### src/rtl/seg_serial_tx_if.sv
// Pin/handshake bundle between the hex display front end and seg_serial_tx.
// master = frame requester (drives digits), slave = serializer (drives chain pins).
interface seg_serial_tx_if;
   logic        start;
   logic        flash;
   logic [31:0] hexs;
   logic [7:0]  les;
   logic [7:0]  points;
   logic        seg_clk;
   logic        seg_clrn;
   logic        seg_sout;
   logic        seg_pen;
   logic        busy;

   modport master (
      output start, flash, hexs, les, points,
      input  seg_clk, seg_clrn, seg_sout, seg_pen, busy
   );

   modport slave (
      input  start, flash, hexs, les, points,
      output seg_clk, seg_clrn, seg_sout, seg_pen, busy
   );
endinterface

### src/rtl/seg_serial_tx.sv
// Serializes 8 hex digits into the active-low 64-bit frame of an external
// 7-segment shift-register chain, MSB (digit 7 dp) first.

// One digit lane: hex nibble -> {dp,g,f,e,d,c,b,a}, active low.
module seg_digit_enc (
   input  logic [3:0] hex,
   input  logic       blank,
   input  logic       point,
   output logic [7:0] seg
);
   logic [7:0] glyph;

   always_comb begin
      glyph = 8'hFF;
      unique case (hex)
         4'h0: glyph = 8'hC0;
         4'h1: glyph = 8'hF9;
         4'h2: glyph = 8'hA4;
         4'h3: glyph = 8'hB0;
         4'h4: glyph = 8'h99;
         4'h5: glyph = 8'h92;
         4'h6: glyph = 8'h82;
         4'h7: glyph = 8'hF8;
         4'h8: glyph = 8'h80;
         4'h9: glyph = 8'h90;
         4'hA: glyph = 8'h88;
         4'hB: glyph = 8'h83;
         4'hC: glyph = 8'hC6;
         4'hD: glyph = 8'hA1;
         4'hE: glyph = 8'h86;
         4'hF: glyph = 8'h8E;
         default: glyph = 8'hFF;
      endcase
   end

   // A blinked-off digit goes fully dark, decimal point included.
   assign seg = blank ? 8'hFF : {~point, glyph[6:0]};
endmodule

module seg_serial_tx #(
   parameter int CLK_DIV = 2
) (
   input  logic              clk,
   input  logic              rst_n,
   seg_serial_tx_if.slave    bus
);
   localparam int NUM_LANES = 8;
   localparam int VEC_W     = 8;
   localparam int NBITS     = NUM_LANES * VEC_W;
   localparam int DIV_W     = (CLK_DIV > 1) ? $clog2(CLK_DIV) : 1;
   localparam logic [DIV_W-1:0] DIV_LAST = DIV_W'(CLK_DIV - 1);
   localparam logic [6:0]       BIT_LAST = 7'(NBITS - 1);

   typedef enum logic [2:0] {
      IDLE = 3'd0,
      LOAD = 3'd1,
      LOW  = 3'd2,
      HIGH = 3'd3,
      DONE = 3'd4
   } state_e;

   state_e                              state_q, state_d;
   logic [NBITS-1:0]                    shift_q, shift_d;
   logic [6:0]                          cnt_q, cnt_d;
   logic [DIV_W-1:0]                    div_q, div_d;
   logic                                start_q, start_d;
   logic                                clrn_q, clrn_d;
   logic                                pen_q, pen_d;
   logic                                launch;
   logic                                div_end;
   logic [NUM_LANES-1:0][VEC_W-1:0]     seg_bytes;

   genvar gi;
   generate
      for (gi = 0; gi < NUM_LANES; gi++) begin : g_lane
         seg_digit_enc u_enc (
            .hex   (bus.hexs[4*gi +: 4]),
            .blank (bus.les[gi] & bus.flash),
            .point (bus.points[gi]),
            .seg   (seg_bytes[gi])
         );
      end
   endgenerate

   // clrn_q doubles as the "one sample taken since reset" flag, so a start
   // that is already high when reset lifts cannot look like a rising edge.
   assign launch  = bus.start & ~start_q & clrn_q & (state_q == IDLE);
   assign div_end = (div_q == DIV_LAST);

   always_comb begin
      state_d = state_q;
      shift_d = shift_q;
      cnt_d   = cnt_q;
      div_d   = div_q;
      start_d = bus.start;
      clrn_d  = 1'b1;
      pen_d   = pen_q;

      unique case (state_q)
         IDLE: begin
            if (launch) begin
               state_d = LOAD;
               shift_d = seg_bytes;
               cnt_d   = 7'd0;
               div_d   = '0;
               pen_d   = 1'b0;
            end
         end
         LOAD: begin
            state_d = LOW;
            div_d   = '0;
         end
         LOW: begin
            if (div_end) begin
               state_d = HIGH;
               div_d   = '0;
            end else begin
               div_d = div_q + 1'b1;
            end
         end
         HIGH: begin
            if (div_end) begin
               div_d   = '0;
               shift_d = {shift_q[NBITS-2:0], 1'b0};
               cnt_d   = cnt_q + 7'd1;
               if (cnt_q == BIT_LAST) begin
                  state_d = DONE;
                  pen_d   = 1'b1;
               end else begin
                  state_d = LOW;
               end
            end else begin
               div_d = div_q + 1'b1;
            end
         end
         DONE: begin
            state_d = IDLE;
         end
         default: begin
            state_d = IDLE;
         end
      endcase
   end

   always_ff @(posedge clk or negedge rst_n) begin
      if (!rst_n) begin
         state_q <= IDLE;
         shift_q <= '0;
         cnt_q   <= 7'd0;
         div_q   <= '0;
         start_q <= 1'b0;
         clrn_q  <= 1'b0;
         pen_q   <= 1'b0;
      end else begin
         state_q <= state_d;
         shift_q <= shift_d;
         cnt_q   <= cnt_d;
         div_q   <= div_d;
         start_q <= start_d;
         clrn_q  <= clrn_d;
         pen_q   <= pen_d;
      end
   end

   // Pins decode straight from state flops so an async reset clears them at once.
   assign bus.busy     = (state_q != IDLE);
   assign bus.seg_clk  = (state_q == HIGH);
   assign bus.seg_sout = shift_q[NBITS-1] &
                         ((state_q == LOAD) | (state_q == LOW) | (state_q == HIGH));
   assign bus.seg_pen  = pen_q;
   assign bus.seg_clrn = clrn_q;
endmodule

### src/flat_wrapper.sv
// flat-port wrapper written by rule: the top's interface ports become plain ports
module seg_serial_tx_flat 
#(
   parameter int CLK_DIV = 2
)
  (clk, rst_n, bus_start, bus_flash, bus_hexs, bus_les, bus_points, bus_seg_clk, bus_seg_clrn, bus_seg_sout, bus_seg_pen, bus_busy);
  seg_serial_tx_if bus_i ();
  input  logic clk;
  input  logic rst_n;
  input wire logic [$bits(bus_i.start)-1:0] bus_start;
  input wire logic [$bits(bus_i.flash)-1:0] bus_flash;
  input wire logic [$bits(bus_i.hexs)-1:0] bus_hexs;
  input wire logic [$bits(bus_i.les)-1:0] bus_les;
  input wire logic [$bits(bus_i.points)-1:0] bus_points;
  output wire logic [$bits(bus_i.seg_clk)-1:0] bus_seg_clk;
  output wire logic [$bits(bus_i.seg_clrn)-1:0] bus_seg_clrn;
  output wire logic [$bits(bus_i.seg_sout)-1:0] bus_seg_sout;
  output wire logic [$bits(bus_i.seg_pen)-1:0] bus_seg_pen;
  output wire logic [$bits(bus_i.busy)-1:0] bus_busy;
  assign bus_i.start = bus_start;
  assign bus_i.flash = bus_flash;
  assign bus_i.hexs = bus_hexs;
  assign bus_i.les = bus_les;
  assign bus_i.points = bus_points;
  assign bus_seg_clk = bus_i.seg_clk;
  assign bus_seg_clrn = bus_i.seg_clrn;
  assign bus_seg_sout = bus_i.seg_sout;
  assign bus_seg_pen = bus_i.seg_pen;
  assign bus_busy = bus_i.busy;
  seg_serial_tx #(.CLK_DIV(CLK_DIV)) u_core (.clk(clk), .rst_n(rst_n), .bus(bus_i));
endmodule
### config.mk
export PLATFORM = sky130hd
export DESIGN_NAME = seg_serial_tx_flat
export DESIGN_NICKNAME = d
export VERILOG_FILES = /design/src/rtl/seg_serial_tx_if.sv /design/src/rtl/seg_serial_tx.sv /design/src/flat_wrapper.sv
export SDC_FILE = /design/constraint.sdc
export NUM_CORES = 1
export LEC_CHECK = 0
export ABC_CLOCK_PERIOD_IN_PS = 2250
export CELL_PAD_IN_SITES_DETAIL_PLACEMENT = 2
export CELL_PAD_IN_SITES_GLOBAL_PLACEMENT = 2
export CORE_ASPECT_RATIO = 0.6
export CORE_MARGIN = 3
export CORE_UTILIZATION = 39
export CTS_BUF_LIST = sky130_fd_sc_hd__clkbuf_2
export CTS_CLUSTER_SIZE = 8
export DETAILED_ROUTE_END_ITERATION = 16
export PLACE_DENSITY = 0.9
export REMOVE_ABC_BUFFERS = 1
export SYNTH_ARGS = -nofsm -noshare
export SYNTH_HDL_FRONTEND = slang
export SYNTH_SLANG_ARGS = --single-unit
export TNS_END_PERCENT = 20
### constraint.sdc
create_clock -name clk -period 2.25 [get_ports clk]
set_input_delay 0.45 -clock clk [delete_from_list [all_inputs] [get_ports clk]]
set_output_delay 0.45 -clock clk [all_outputs]
set_load 0.02 [all_outputs]
Word level (Yosys, flattened, before mapping)
Memories as Yosys holds them, arrays and structs flattened. Cells that the tools add are included. W data, S select, Z words.

Flip-flop bits (word level): 78. ROM bits: 896. Output and inout bits: 5. Word-level logic and storage cells: 82. Memories: 8.

Add/subtract/negate cells: 2. Eq/ne operators: 8. Muxes and demuxes: 25. Bitwise gates (word level): 23. Reductions and logical operators: 9.

Memories: (name not given) (depth 16, width 7, rd ports 1, clocked after Yosys merged registers in 0, wr ports 0, RTL line seg_serial_tx.sv:15) `unique case (hex)`; (name not given) (depth 16, width 7, rd ports 1, clocked after Yosys merged registers in 0, wr ports 0, RTL line seg_serial_tx.sv:15); (name not given) (depth 16, width 7, rd ports 1, clocked after Yosys merged registers in 0, wr ports 0, RTL line seg_serial_tx.sv:15); (name not given) (depth 16, width 7, rd ports 1, clocked after Yosys merged registers in 0, wr ports 0, RTL line seg_serial_tx.sv:15); (name not given) (depth 16, width 7, rd ports 1, clocked after Yosys merged registers in 0, wr ports 0, RTL line seg_serial_tx.sv:15); (name not given) (depth 16, width 7, rd ports 1, clocked after Yosys merged registers in 0, wr ports 0, RTL line seg_serial_tx.sv:15); +2 memories.

Operator list (number): $mux W64 (2); $pmux W64 S2 (1); $mux W8 (8); $mux W7 (2); $pmux W7 S2 (1); $and A1 B1 Y1 (12); $mux W3 (4); $pmux W3 S4 (1); $not A1 Y1 (9); $ne A2 B1 Y1 const B (4); $add A7 B1 Y7 const B (1); $eq A7 B6 Y1 const B (1); $eq A3 B2 Y1 const B (2); $reduce_and A3 Y1 (2); $reduce_bool A3 Y1 (2); $mux W1 (4); $reduce_and A4 Y1 (1); $eq A3 B1 Y1 const B (1); $logic_not A3 Y1 (1); $pmux W1 S3 (1); $or A1 B1 Y1 (2); $pmux W1 S2 (1); $reduce_and A2 Y1 (1); $reduce_bool A2 Y1 (1); other kinds (2) (2).

Longest topological paths before layout
Word-level depth: 6. Depth in mapped cells: 8. Depth with buffers taken out: 6.

By module
A second synthesis with hierarchy kept.

Cell total of the unflattened synthesis: 625. Area total of the unflattened synthesis: 5850.6 sq um.

By module, submodules not included: seg_serial_tx (times used 1, cells each 297, area each 3575.9 sq um, sequential area each 1951.9 sq um); seg_digit_enc (u_core.g_lane[0].u_enc ...) (times used 7, cells each 41, area each 284.0 sq um, sequential area each 0.0 sq um); seg_digit_enc (u_core.g_lane[2].u_enc) (times used 1, cells each 41, area each 286.5 sq um, sequential area each 0.0 sq um).

Worst setup path before layout
No wires, ideal clock.

Path type: in2reg. Start: input bus_hexs[0]. End: register u_core.shift_q[3]. Library setup time: 0.124 ns. Arrival: 1.445 ns. Data required time: 2.126 ns. Setup slack: 0.681 ns. Stages on the path: 6. Cell sequence: inv_1 -> ha_1 -> inv_1 -> mux4_2 -> nor3_1 -> o21ai_1.

Longest elaborated chain between the ends: 4.

Ends and longest elaborated chain: start: declaration (RTL line flat_wrapper.sv:12) `input wire logic [$bits(bus_i.hexs)-1:0] bus_hexs;`; $mem_v2 Z16 W7; $mux W8 (RTL line seg_serial_tx.sv:37) `assign seg = blank ? 8'hFF : {~point, glyph[6:0]};`; $mux W64 (RTL line seg_serial_tx.sv:101) `if (launch) begin`; $pmux W64 S2 (RTL line seg_serial_tx.sv:99) `unique case (state_q)`; end signal: assignment (RTL line seg_serial_tx.sv:156) `shift_q <= shift_d;`; end: declaration (RTL line seg_serial_tx.sv:63) `logic [NBITS-1:0] shift_q, shift_d;`.

Every way passes these cells. The select of a mux whose other input is x is not followed. A chain may end at the register's enable or synchronous reset.

Final worst setup path
Start: register u_core.state_q[0]. End: register u_core.shift_q[12].

Longest elaborated chain between the ends: 4.

Ends and longest elaborated chain: start: declaration (RTL line seg_serial_tx.sv:62) `state_e state_q, state_d;`; start signal: assignment (RTL line seg_serial_tx.sv:155) `state_q <= state_d;`; $logic_not A3 Y1 (RTL line seg_serial_tx.sv:87, seg_serial_tx.sv:99); $and A1 B1 Y1 (RTL line seg_serial_tx.sv:87) `assign launch = bus.start & ~start_q & clrn_q & (state_q == IDLE);`; $ne A2 B1 Y1 (no source line); $reduce_and A3 Y1 (no source line).

Several ways; a longest one is shown, not always the timed one.

==> impl_metrics.tcl <==
set metrics [dict create \
    antenna_found_initial 0 \
    grt-ovfl-total 0 \
    worst_pin_slew_ps 677 \
    syn_avg_cell_area_um2 8.64 \
    cellLeakagePower_nw 3.16 \
    crit_path_start_kind "register" \
    place_hpwl_um 16200 \
    arrival_ps 2930 \
    fillers 1483 \
    core_area_um2 13900 \
    synth-seq-cells 78 \
    path_class "register to register" \
    fin_util 0.499 \
    fin_crit_ps 2340 \
    antenna_cells 0 \
    setup_tns_ps -221 \
    grt_pass1_vias 6705 \
    rows 33 \
    status "finished, violations left" \
    crit_required_ps 2840 \
    die-area_um2 15900 \
    post-synth-top-area-fraction 0.347 \
    clkTransAtPathRegs_ps 330 \
    viasPerCell 6.59 \
    grtUsageTotal 0.350 \
    critPathMaxFanout 6 \
    htree_levels 3 \
    cp_cell_sequence "buf_4 > buf_4 > nor4b_4 > buf_4 > nand3_1 > a211oi_1 > o21ai_1" \
    vias 6152 \
    postRouteAntennaNets 0 \
    synthFlopType "dfrtp_1" \
    multi_input_comb_area_um2 3400 \
    synth-edff-count 0 \
    power_per_cell_area_nw_per_um2 913 \
    first_pass_iters 5 \
    fin_skew_ps 85.5 \
    setup_viol 6 \
    port_buffers 56 \
    grt_pass1_wl_um 42400 \
    drcViolationCount 0 \
    cts-buffers-inserted 9 \
    grt_start_max_net_pins 47 \
    clockBufferDepth 2 \
    yosys-top-cells-area "dfrtp_1 35%, ha_1 13%, nand2_1 6.7%" \
    die_h_um 99.0 \
    maxSlewHeadroom 0.549 \
    slew_viol_final 0 \
    regArea_um2 1960 \
    synth.distinct_cells 49 \
    cp_slowest_stage_delay_ps 540 \
    wl_per_cell_um 32.0 \
    violations "setup timing" \
    wl_um 29800 \
    boundaryPins 57 \
    critPathSlowestCell "dfrtp_2" \
    syn2layout_area_growth_pct 23.2 \
    clock_latency_ps 700 \
    async_flop_share 1.00 \
    worst_ir_drop_vdd_uv 389 \
    cts_root_buf "clkbuf_2" \
    endpoint_kind "register" \
    fin_nets 845 \
    grt_setup_unrepaired "true" \
    hold_viol 0 \
    fin_ws_ps -89.0 \
    start_util 0.405 \
    first_iter_violations 616 \
    die_x_um 161 \
    worstHoldPathType "input pin to async pin" \
    cts_tree "done" \
    ys_warn_count 0 \
    synth_seq_area_share 0.347 \
    syn_area_um2 5620 \
    gp_congestion 0.799 \
    cts_sinks 78 \
    drive_gt1_frac 0.161 \
    synth_cells 651 \
    yosysTopAreaCell "dfrtp_1" \
    yosysMostFrequentCell "nand2_1" \
    drv_cap 0 \
    cp_common_cell "buf_4" \
    fin_crit_sh 1.04 \
    clock.fmax_mhz 428 \
    synth_common_cells "101 x nand2_1, 78 x dfrtp_1, 66 x o21ai_0" \
]
==> kinds of logic (layout without fill, tap and decap cells) <==
| kind of cell | after synthesis | count (layout) | share of synthesized area |
|---|---|---|---|
| flip-flops | 78 | 78 | 0.347 |
| AO/OA/AOI/OAI | 206 | 206 | 0.216 |
| other | 1 | 1 | 0.000667 |
| adder cells (fa/ha/maj) | 57 | 57 | 0.127 |
| XOR/XNOR | 4 | 4 | 0.00623 |
| buffers and inverters | 74 | 164 | 0.0590 |
| AND/OR/NAND/NOR | 197 | 197 | 0.166 |
| multiplexers | 34 | 34 | 0.0790 |
==> stage by stage <==
stage / total power [mW] / hold WS, ps / worst slack, ps / cell area [um2] / std cells
floorplan: 3.42 / 154 / -508 / 5420 / 610
global placement: 4.32 / 458 / 64.5 / 6630 / 907
detailed placement: 4.66 / 478 / -71.9 / 6630 / 907
CTS: 5.92 / 348 / 0.418 / 6830 / 929
global route: 6.51 / 322 / -113 / 6930 / 933
finish: 6.32 / 302 / -89.0 / 6930 / 933
==> path summary, 6_finish.rpt <==
| kind | from | end | slack, ps | cells past startpoint |
|---|---|---|---|---|
| hold / removal | rst_n | u_core.shift_q[16] | 300 | 2 |
| min in group clk | bus_start | u_core.start_q | 430 | 2 |
| setup reg to reg | u_core.state_q[0] | u_core.shift_q[12] | -90 | 7 |
| setup / recovery | u_core.state_q[0] | u_core.shift_q[12] | -90 | 7 |
| max in group asynchronous | rst_n | u_core.cnt_q[0] | 1180 | 3 |
| hold reg to reg | u_core.shift_q[25] | u_core.shift_q[26] | 530 | 2 |
==> layout make-up <==
| cell class | instances | area share |
|---|---|---|
| multi-input combinational | 499 | 0.491 |
| clock buffer | 10 | 0.00723 |
| inverter | 33 | 0.0179 |
| timing repair buffer | 115 | 0.153 |
| tap | 192 | 0.0347 |
| clock inverter | 6 | 0.0137 |
| sequential | 78 | 0.282 |
==> registers in the layout (all words and copies together), names as in the netlist <==
register / cells
u_core.shift_q: 64
u_core.state_q: 3
u_core.bus.seg_clrn: 1
u_core.cnt_q: 7
u_core.start_q: 1
u_core.bus.seg_pen: 1
u_core.div_end: 1
==> metal layers <==
metal | global-route usage | routed length [um] | vias to the layer above
li1 | - | - | 2478
met1 | 0.427 | 12300 | 3181
met2 | 0.593 | 14100 | 368
met3 | 0.0764 | 1930 | 125
met4 | 0.168 | 1540 | 0
met5 | 0 | 0 | -
==> critical path: cells and delay by family (launching register included) <==
| kind | cells | cell delay, ps |
|---|---|---|
| compound gates | 2 | 600 |
| buf+inv | 3 | 520 |
| flops | 1 | 540 |
| simple gates | 2 | 600 |
==> cell usage in the layout (no fill, tap or decap), drive strengths merged, types with 2 or more instances in the layout <==
cell           netlist  routed
mux2i               14      14
nand2b              11      11
nand3b               5       5
a211oi              29      29
nand3                9       9
nand4                5       5
a221oi               7       7
ha                  57      57
buf                 20      61
a32oi                4       4
clkinv               0       3
nor2                30      30
mux2                13      13
inv                 33      34
nor3                12      12
nand2              101     101
o21ai              118     118
clkbuf              21      10
dfrtp               78      78
o22ai               16      16
xor2                 4       4
nor4                 2       2
clkdlybuf4s50        0      51
a21oi               17      17
and3                14      14
a21boi               2       2
mux4                 7       7
o211ai               3       3
a21o                 5       5
bufinv               0       2
==> power breakdown <==
part	total, mW	switching [mW]	internal (mW)
registers	2.45	0.543	1.90
logic	2.84	1.89	0.949
clock network	1.03	0.650	0.382
total	6.32	3.09	3.23
==> what timing repair did <==
action	CTS	global route
gates resized for setup	11	19
hold buffers	1	0
pin swaps	1	0
endpoints found under the setup margin	3	27
buffers inserted	5	4
endpoints found under the hold margin	40	0
Note: power is estimated with default switching activity, not from simulation.
